[src/rtl/dac_serial_tx.sv]
// Serial DAC frame transmitter: on each tick, snapshots N_CH channel words and shifts
// each enabled channel out MSB-first as {address, data}, then pulses soc.
module dac_serial_tx #(
  parameter int DATA_W    = 16,
  parameter int N_CH      = 2,
  parameter int CH_ADDR_W = 2,
  parameter int GAP_CYC   = 1,
  parameter int SOC_LEN   = 1
) (
  input  logic                   clk,
  input  logic                   rst,
  input  logic                   tick,
  input  logic [N_CH*DATA_W-1:0] data_in,
  input  logic [N_CH-1:0]        ch_en,
  output logic                   si_en,
  output logic                   sdo,
  output logic                   cs_n,
  output logic                   soc,
  output logic                   busy,
  output logic                   done,
  output logic                   overrun
);

  localparam int F        = CH_ADDR_W + DATA_W;
  localparam int BIT_W    = $clog2(F);
  localparam int CH_W     = (N_CH > 1) ? $clog2(N_CH) : 1;
  localparam int WAIT_MAX = (GAP_CYC > SOC_LEN) ? GAP_CYC : SOC_LEN;
  localparam int WAIT_W   = (WAIT_MAX > 1) ? $clog2(WAIT_MAX) : 1;

  localparam logic [BIT_W-1:0]  BIT_TOP = BIT_W'(F - 1);
  localparam logic [WAIT_W-1:0] GAP_TOP = WAIT_W'(GAP_CYC - 1);
  localparam logic [WAIT_W-1:0] SOC_TOP = WAIT_W'(SOC_LEN - 1);

  typedef enum logic [1:0] {
    IDLE  = 2'd0,
    SHIFT = 2'd1,
    GAP   = 2'd2,
    SOC   = 2'd3
  } state_t;

  state_t                 state_r, state_s;
  logic [BIT_W-1:0]       bit_cnt_r, bit_cnt_s;
  logic [WAIT_W-1:0]      wait_cnt_r, wait_cnt_s;
  logic [CH_W-1:0]        ch_r, ch_s;
  logic [N_CH*DATA_W-1:0] data_r, data_s;
  logic [N_CH-1:0]        en_r, en_s;
  logic [CH_W:0]          first_s, next_s;
  logic [DATA_W-1:0]      word_s;
  logic [F-1:0]           frame_s;
  logic                   si_en_s, sdo_s, cs_n_s, soc_s, busy_s, done_s, overrun_s;

  // Lowest enabled channel with index >= start; MSB of the result flags a hit.
  function automatic logic [CH_W:0] find_ch(input logic [N_CH-1:0] en, input int start);
    logic [CH_W:0] r;
    r = '0;
    for (int i = N_CH - 1; i >= 0; i--) begin
      r = (en[i] && (i >= start)) ? {1'b1, CH_W'(i)} : r;
    end
    return r;
  endfunction

  // Next-state logic; outputs are derived from the next state so they register in step with it.
  always_comb begin
    state_s    = state_r;
    bit_cnt_s  = bit_cnt_r;
    wait_cnt_s = wait_cnt_r;
    ch_s       = ch_r;
    data_s     = data_r;
    en_s       = en_r;
    done_s     = 1'b0;
    overrun_s  = tick && (state_r != IDLE);
    first_s    = find_ch(ch_en, 0);
    next_s     = find_ch(en_r, int'(ch_r) + 1);

    case (state_r)
      IDLE: begin
        if (tick) begin
          data_s = data_in;
          en_s   = ch_en;
          if (first_s[CH_W]) begin
            state_s   = SHIFT;
            ch_s      = first_s[CH_W-1:0];
            bit_cnt_s = BIT_TOP;
          end else begin
            done_s = 1'b1;
          end
        end else begin
          state_s = IDLE;
        end
      end
      SHIFT: begin
        if (bit_cnt_r == '0) begin
          state_s    = GAP;
          wait_cnt_s = GAP_TOP;
        end else begin
          bit_cnt_s = bit_cnt_r - BIT_W'(1);
        end
      end
      GAP: begin
        if (wait_cnt_r == '0) begin
          if (next_s[CH_W]) begin
            state_s   = SHIFT;
            ch_s      = next_s[CH_W-1:0];
            bit_cnt_s = BIT_TOP;
          end else begin
            state_s    = SOC;
            wait_cnt_s = SOC_TOP;
          end
        end else begin
          wait_cnt_s = wait_cnt_r - WAIT_W'(1);
        end
      end
      SOC: begin
        if (wait_cnt_r == '0) begin
          state_s = IDLE;
          done_s  = 1'b1;
        end else begin
          wait_cnt_s = wait_cnt_r - WAIT_W'(1);
        end
      end
      default: begin
        state_s = IDLE;
      end
    endcase

    // Frame word comes from the next holding value so the first bit is valid on entry to SHIFT.
    word_s  = data_s[ch_s*DATA_W +: DATA_W];
    frame_s = {CH_ADDR_W'(ch_s), word_s};
    si_en_s = (state_s == SHIFT);
    cs_n_s  = !si_en_s;
    soc_s   = (state_s == SOC);
    busy_s  = (state_s != IDLE);
    sdo_s   = si_en_s ? frame_s[bit_cnt_s] : 1'b0;
  end

  // State, holding registers and registered outputs.
  always_ff @(posedge clk) begin
    if (rst) begin
      state_r    <= IDLE;
      bit_cnt_r  <= '0;
      wait_cnt_r <= '0;
      ch_r       <= '0;
      data_r     <= '0;
      en_r       <= '0;
      si_en      <= 1'b0;
      sdo        <= 1'b0;
      cs_n       <= 1'b1;
      soc        <= 1'b0;
      busy       <= 1'b0;
      done       <= 1'b0;
      overrun    <= 1'b0;
    end else begin
      state_r    <= state_s;
      bit_cnt_r  <= bit_cnt_s;
      wait_cnt_r <= wait_cnt_s;
      ch_r       <= ch_s;
      data_r     <= data_s;
      en_r       <= en_s;
      si_en      <= si_en_s;
      sdo        <= sdo_s;
      cs_n       <= cs_n_s;
      soc        <= soc_s;
      busy       <= busy_s;
      done       <= done_s;
      overrun    <= overrun_s;
    end
  end

endmodule

[config.mk]
export PLATFORM = sky130hd
export DESIGN_NAME = dac_serial_tx
export DESIGN_NICKNAME = d
export VERILOG_FILES = /design/src/rtl/dac_serial_tx.sv
export SDC_FILE = /design/constraint.sdc
export NUM_CORES = 1
export LEC_CHECK = 0
export BUFFER_PORTS_ARGS = -buffer_cell sky130_fd_sc_hd__buf_2
export CAP_MARGIN = 20
export CELL_PAD_IN_SITES_DETAIL_PLACEMENT = 0
export CELL_PAD_IN_SITES_GLOBAL_PLACEMENT = 2
export CORE_UTILIZATION = 35
export DETAILED_ROUTE_END_ITERATION = 6
export HOLD_SLACK_MARGIN = 0.06
export PLACE_DENSITY = 0.87
export SLEW_MARGIN = 20
export SYNTH_ARGS = -nofsm -noshare
export SYNTH_HDL_FRONTEND = slang
export SYNTH_SLANG_ARGS = --single-unit
[constraint.sdc]
create_clock -name clk -period 4.3 [get_ports clk]
set_input_delay 0.86 -clock clk [delete_from_list [all_inputs] [get_ports clk]]
set_output_delay 0.86 -clock clk [all_outputs]
set_load 0.01 [all_outputs]
==> results of run 1 <==
==> metrics by stage <==
step / setup WS, ns / cell area, um2 / hold WS, ns
after global routing: 1.071 / 2849 / 0.4791
after detailed placement: 1.227 / 2771 / 0.4433
after CTS: 1.330 / 2849 / 0.4559
after global placement: 1.253 / 2771 / 0.4396
final: 1.360 / 2849 / 0.4551
after floorplan: 1.826 / 2524 / 0.4331
==> registers in the layout, summed over array words and instances, names as in the netlist <==
name / count
state_r: 2
done: 1
sdo: 1
si_en: 1
data_r: 32
cs_n: 1
busy: 1
ch_r: 1
soc: 1
overrun: 1
bit_cnt_r: 5
en_r: 1
==> worst max path at each step <==
stage / from / slack [ns] / to / cells past startpoint
2_1_floorplan: tick / 1.83 / sdo / 9
3_3_place_gp: tick / 1.25 / sdo / 8
3_5_place_dp: tick / 1.23 / sdo / 8
4_1_cts: state_r[0] / 1.33 / sdo / 9
5_1_grt: state_r[0] / 1.07 / sdo / 9
6_report: state_r[0] / 1.36 / sdo / 9
==> cell families after synthesis <==
group / after synthesis
and+or+nand+nor: 128
adders and majority gates: 5
buffers and inverters: 28
AOI/OAI and AO/OA: 87
DFF: 48
muxes: 9
==> worst max-delay path: cells and delay by family (launching register included) <==
family                     cells  cell delay (ns)
muxes                          1             0.50
adders and majority gates      1             0.42
and+or+nand+nor                2             0.86
DFF                            1             0.36
AOI/OAI and AO/OA              3             0.27
buffers and inverters          2             0.41
==> per-layer routing <==
metal / global-route usage / wire length, um
met1: 0.2360 / 3034
met2: 0.2734 / 2802
met3: 0.03223 / 151
met4: 0.04848 / 55
met5: 0 / 0
==> placed cells by master, fill, tap and decap left out, types with 4 or more instances in the layout <==
master	instances
dfxtp_1	48
clkbuf_8	5
nor2_1	11
o21ai_1	4
mux4_2	7
a31oi_1	4
ha_1	5
o211ai_1	5
buf_2	43
nand4_1	4
inv_1	7
nand3_1	15
a21oi_1	50
nand2_1	75
==> cell type report <==
class | instances | share of cell area
Clock buffer | 6 | 0.02547
Clock inverter | 1 | 0.001757
Inverter | 7 | 0.009223
Multi-Input combinational cell | 229 | 0.5007
Sequential cell | 48 | 0.3373
Tap cell | 96 | 0.04216
Timing Repair Buffer | 46 | 0.08344
==> power breakdown <==
part | internal [mW] | total, mW | leakage (nW) | switching [mW]
combinational | 0.120 | 0.301 | 0.673 | 0.180
sequential | 0.479 | 0.500 | 0.394 | 0.0215
clock | 0.111 | 0.258 | 0.0410 | 0.147
total | 0.710 | 1.06 | 1.11 | 0.349
==> metrics.yaml, run 1 <==
status: "complete, no violations"
cts_root_buf: "clkbuf_8"
min_period_ns: 2.940
final_nets: 379
tightest_slew_ns: 0.8914
required_ns: 4.48
die_y_um: 86.92
crit_fanout: 22
clock_path_buffers: 2
r2r_setup_slack_ns: 1.36
finalWirelength_um: 6044
overflow: 0
syn-cell-area_um2: 2524
die_w_um: 86.92
layout.area.seq_um2: 960.9
cts_setup_buffers: 0
rsz0062_at_grt: "false"
path_cells: "inv_1, ha_1, and2_1, buf_4, mux4_2, nand2_1, a31oi_1, o21ai_1, o22ai_1"
p_total_mw: 1.059
yosys.area_share.simple: 0.2449
power_density_nw_per_um2: 371.9
cts_tree: "built"
r2r_end: "sdo"
rows: 30
peakVddDrop_uv: 181.1
min_to: "data_r[20]"
portBuffers: 43
gp_congestion: 0.7754
cp.arrival_ns: 3.12
area_growth_pct: 12.89
layout-drive-gt1-share: 0.2196
synth_seq_area_share: 0.3808
yosysTopAreaCell: "dfxtp_1"
ys_types: 52
max-cap-violations: 0
grt_pass1_wl_um: 10140
hold_path_class: "flop to flop"
ys.flop_type: "dfxtp_1"
drtAntennaViolNets: 0
ff2ff_path_depth: 9
grt_pass1_vias: 2107
fmax_mhz: 340.2
finalSetupViolCount: 0
synth_area_leaders: "dfxtp_1, nand2_1, a21oi_1, mux4_2, nand3_1"
netlist.area_leader.share: 0.3808
htreeDepth: 2
stdcell_count: 433
first_iter_violations: 123
timing.rr.start: "state_r[0]"
finClkSkew_ns: 0.006980
cts_buffers: 5
initial_core_util: 0.3674
crit_path_top_delay_cell: "and2_1"
ios: 44
cts_resized: 0
muxShareOfSynthArea: 0.07040
grt_max_degree: 44
worstSetupPathType: "flop to flop"
dieArea_um2: 7554
hold_buffers: 0
synth.most_common_cell: "nand2_1"
grt_usage: 0.1712
multi_input_area_um2: 1426
clk-insertion-delay-late_ns: 0.30
hold_viol: 0
min_path_cells: 2
cellLeakagePower_nw: 1.108
yosys-top-cells-count: "nand2_1, a21oi_1, dfxtp_1"
avgRoutedWirePerCell_um: 13.96
setup_tns_ns: 0
async_flop_share: 0
fin_util: 0.4148
drc: 0
ys_warn_count: 0
syn_inst: 305
cp-start-kind: "flop"
coreArea_um2: 6869
synth_compound_area_frac: 0.2251
synth_top_family_by_area: "simple AND/OR/NAND/NOR gates"
synth_xor_area_frac: 0
avgSynthCellArea_um2: 8.274
synthAdderAreaFrac: 0.02479
grt_antenna_before_repair: 0
vias: 2207
yosys_register_bits: 48
num_antenna_cells: 0
clock_sinks: 48
slowest_delay_ns: 0.78
hold_start: "data_r[20]"
dp_hpwl_um: 4249
syn-num-nets: 347
vias_per_cell: 5.097
maxSlewViolCount: 0
dr.pass1.iters: 4
slew_headroom: 0.4057
clk_pin_slew_worst_paths_ns: 0.09
finalCritPeriodShare: 0.6836
final.fill_count: 717
cp-end-kind: "flop"
dpl.cell_count: 426
synth_edf_count: 0
Note: power is estimated with default switching activity, not from simulation.
==> run 2, diff against run 1 <==
- CORE_UTILIZATION: 35 -> 29
- PLACE_DENSITY: 0.87 -> 0.77
- clock period: 4.3 -> 2.7 ns (I/O delays scaled with it)
==> run 2 against run 1 <==
Largest power group unchanged. Die area grew 20%. Sequential cell count is the same. Register-to-register slack lost 1.1 ns. Critical path type unchanged. Hold slack is essentially flat. Clock-buffer cell count grew 2. Critical endpoint unchanged. Critical path depth shrank 1.
==> metrics.yaml, run 2 (synthesis gave the netlist of run 1 again) <==
dieArea_um2: 9079
avgRoutedWirePerCell_um: 14.51
grt_usage: 0.1581
p_total_mw: 1.766
pre_cts_ws_ns: 0.1664
cp-end-kind: "flop"
grt_antenna_before_repair: 0
min_period_ns: 2.466
p_int_mw: 1.190
rows: 33
clock_sinks: 48
clk_pin_slew_worst_paths_ns: 0.09
final.fill_count: 898
layout-drive-gt1-share: 0.2399
crit_path_top_delay_cell: "nor4b_1"
initial_core_util: 0.3041
dpl_cell_area_um2: 2855
clock_path_buffers: 2
maxSlewViolCount: 0
r2r_end: "sdo"
wl_met3_um: 220
hold_path_class: "flop to flop"
coreArea_um2: 8299
final_area_um2: 2955
grt_pass1_vias: 2217
final_nets: 387
p_sw_frac: 0.3260
clk-insertion-delay-late_ns: 0.30
htreeDepth: 2
dpl.cell_count: 443
p_comb_frac: 0.293
finClkSkew_ns: 0.01112
min_to: "data_r[9]"
slowest_delay_ns: 0.63
overflow: 0
cp_num_buf_inv: 1
timing.rr.start: "bit_cnt_r[0]"
hold_start: "data_r[9]"
hold_slack_ns: 0.4555
dp_hpwl_um: 4779
fmax_mhz: 405.5
vias: 2296
rsz0062_at_grt: "false"
grt_max_degree: 43
status: "complete, no violations"
vias_per_cell: 5.091
multi_input_area_um2: 1436
p_switching_uw: 575.7
finalWirelength_um: 6546
cellLeakagePower_nw: 1.158
slew_headroom: 0.5439
path_delay_family: "simple AND/OR/NAND/NOR gates"
cp-start-kind: "flop"
drt-met1-wl_um: 3104
drtAntennaViolNets: 0
seqPwrFrac: 0.452
stdcell_count: 451
reg_top3: "data_r x32, bit_cnt_r x5, state_r x2"
cp.arrival_ns: 2.66
num_antenna_cells: 0
ff2ff_path_depth: 8
wl_met2_um: 3124
r2r_setup_slack_ns: 0.23
gp_congestion: 0.7444
finalSetupViolCount: 0
power_frac_clock: 0.255
layout.area.seq_um2: 960.9
top_register: "data_r"
area_growth_pct: 17.10
drc: 0
fin_ws_ns: 0.2342
final_cell_mix: "nand2_1, a21oi_1, dfxtp_1, buf_2, nand3_1"
cts_root_buf: "clkbuf_8"
ios: 44
die_w_um: 95.29
path_cells: "inv_1, ha_1, nor4b_4, nor4b_1, a211o_1, nand4_1, o21ai_1, o22ai_1"
max-cap-violations: 0
cp_num_cells: 8
grt_pass1_wl_um: 11010
finalCritPeriodShare: 0.9133
top_layer: "met4"
first_iter_violations: 115
hold_buffers: 0
crit_fanout: 6
power_density_nw_per_um2: 597.5
worstSetupPathType: "flop to flop"
die_y_um: 95.29
fin_util: 0.3561
portBuffers: 43
cts_tree: "built"
final_common_cell: "nand2_1"
largest_reg_flops: 32
peakVddDrop_uv: 217.6
hold_viol: 0
dr.pass1.iters: 4
min_path_cells: 2
tightest_slew_ns: 0.6746
required_ns: 2.90
cts_buffers: 5
setup_tns_ns: 0
run 2: power by group through the flow:
stage               Sequential, mW  Combinational [mW]  Clock, mW
floorplan                    0.808               0.377          0
detailed placement           0.814               0.518          0
global route                 0.806               0.574      0.495
CTS                          0.797               0.521      0.467
finish                       0.798               0.518      0.450
global placement             0.813               0.514          0
run 2: worst max path at each step:
stage	endpoint	startpoint
detailed placement	sdo	state_r[0]
finish	sdo	bit_cnt_r[0]
global route	sdo	bit_cnt_r[0]
floorplan	sdo	state_r[0]
CTS	sdo	state_r[0]
global placement	sdo	state_r[0]
run 2: worst register-to-register path: cells and delay by family (launching register included):
family                   cells  cell delay [ns]
buffers and inverters        1             0.07
adder cells (fa/ha/maj)      1             0.25
AND/OR/NAND/NOR              3             0.92
AO/OA/AOI/OAI                3             0.67
flip-flops                   1             0.45
run 2: per-layer routing:
layer,global-route usage,vias to the layer above
met3,0.03190,10
met2,0.2518,44
li1,-,1164
met4,0.05682,0
met1,0.2104,1078
met5,0,-
run 2: what timing repair did:
item	CTS	global route
endpoints found under the hold margin	0	0
setup endpoints to repair	0	1
resized for setup	0	2
buffers inserted	0	0
run 2: cell type report:
| type | count | area share |
|---|---|---|
| clock buffer | 8 | 0.03048 |
| inverter | 7 | 0.008891 |
| tap | 105 | 0.04445 |
| multi-input combinational | 229 | 0.4860 |
| timing repair buffer | 54 | 0.1050 |
| sequential | 48 | 0.3251 |
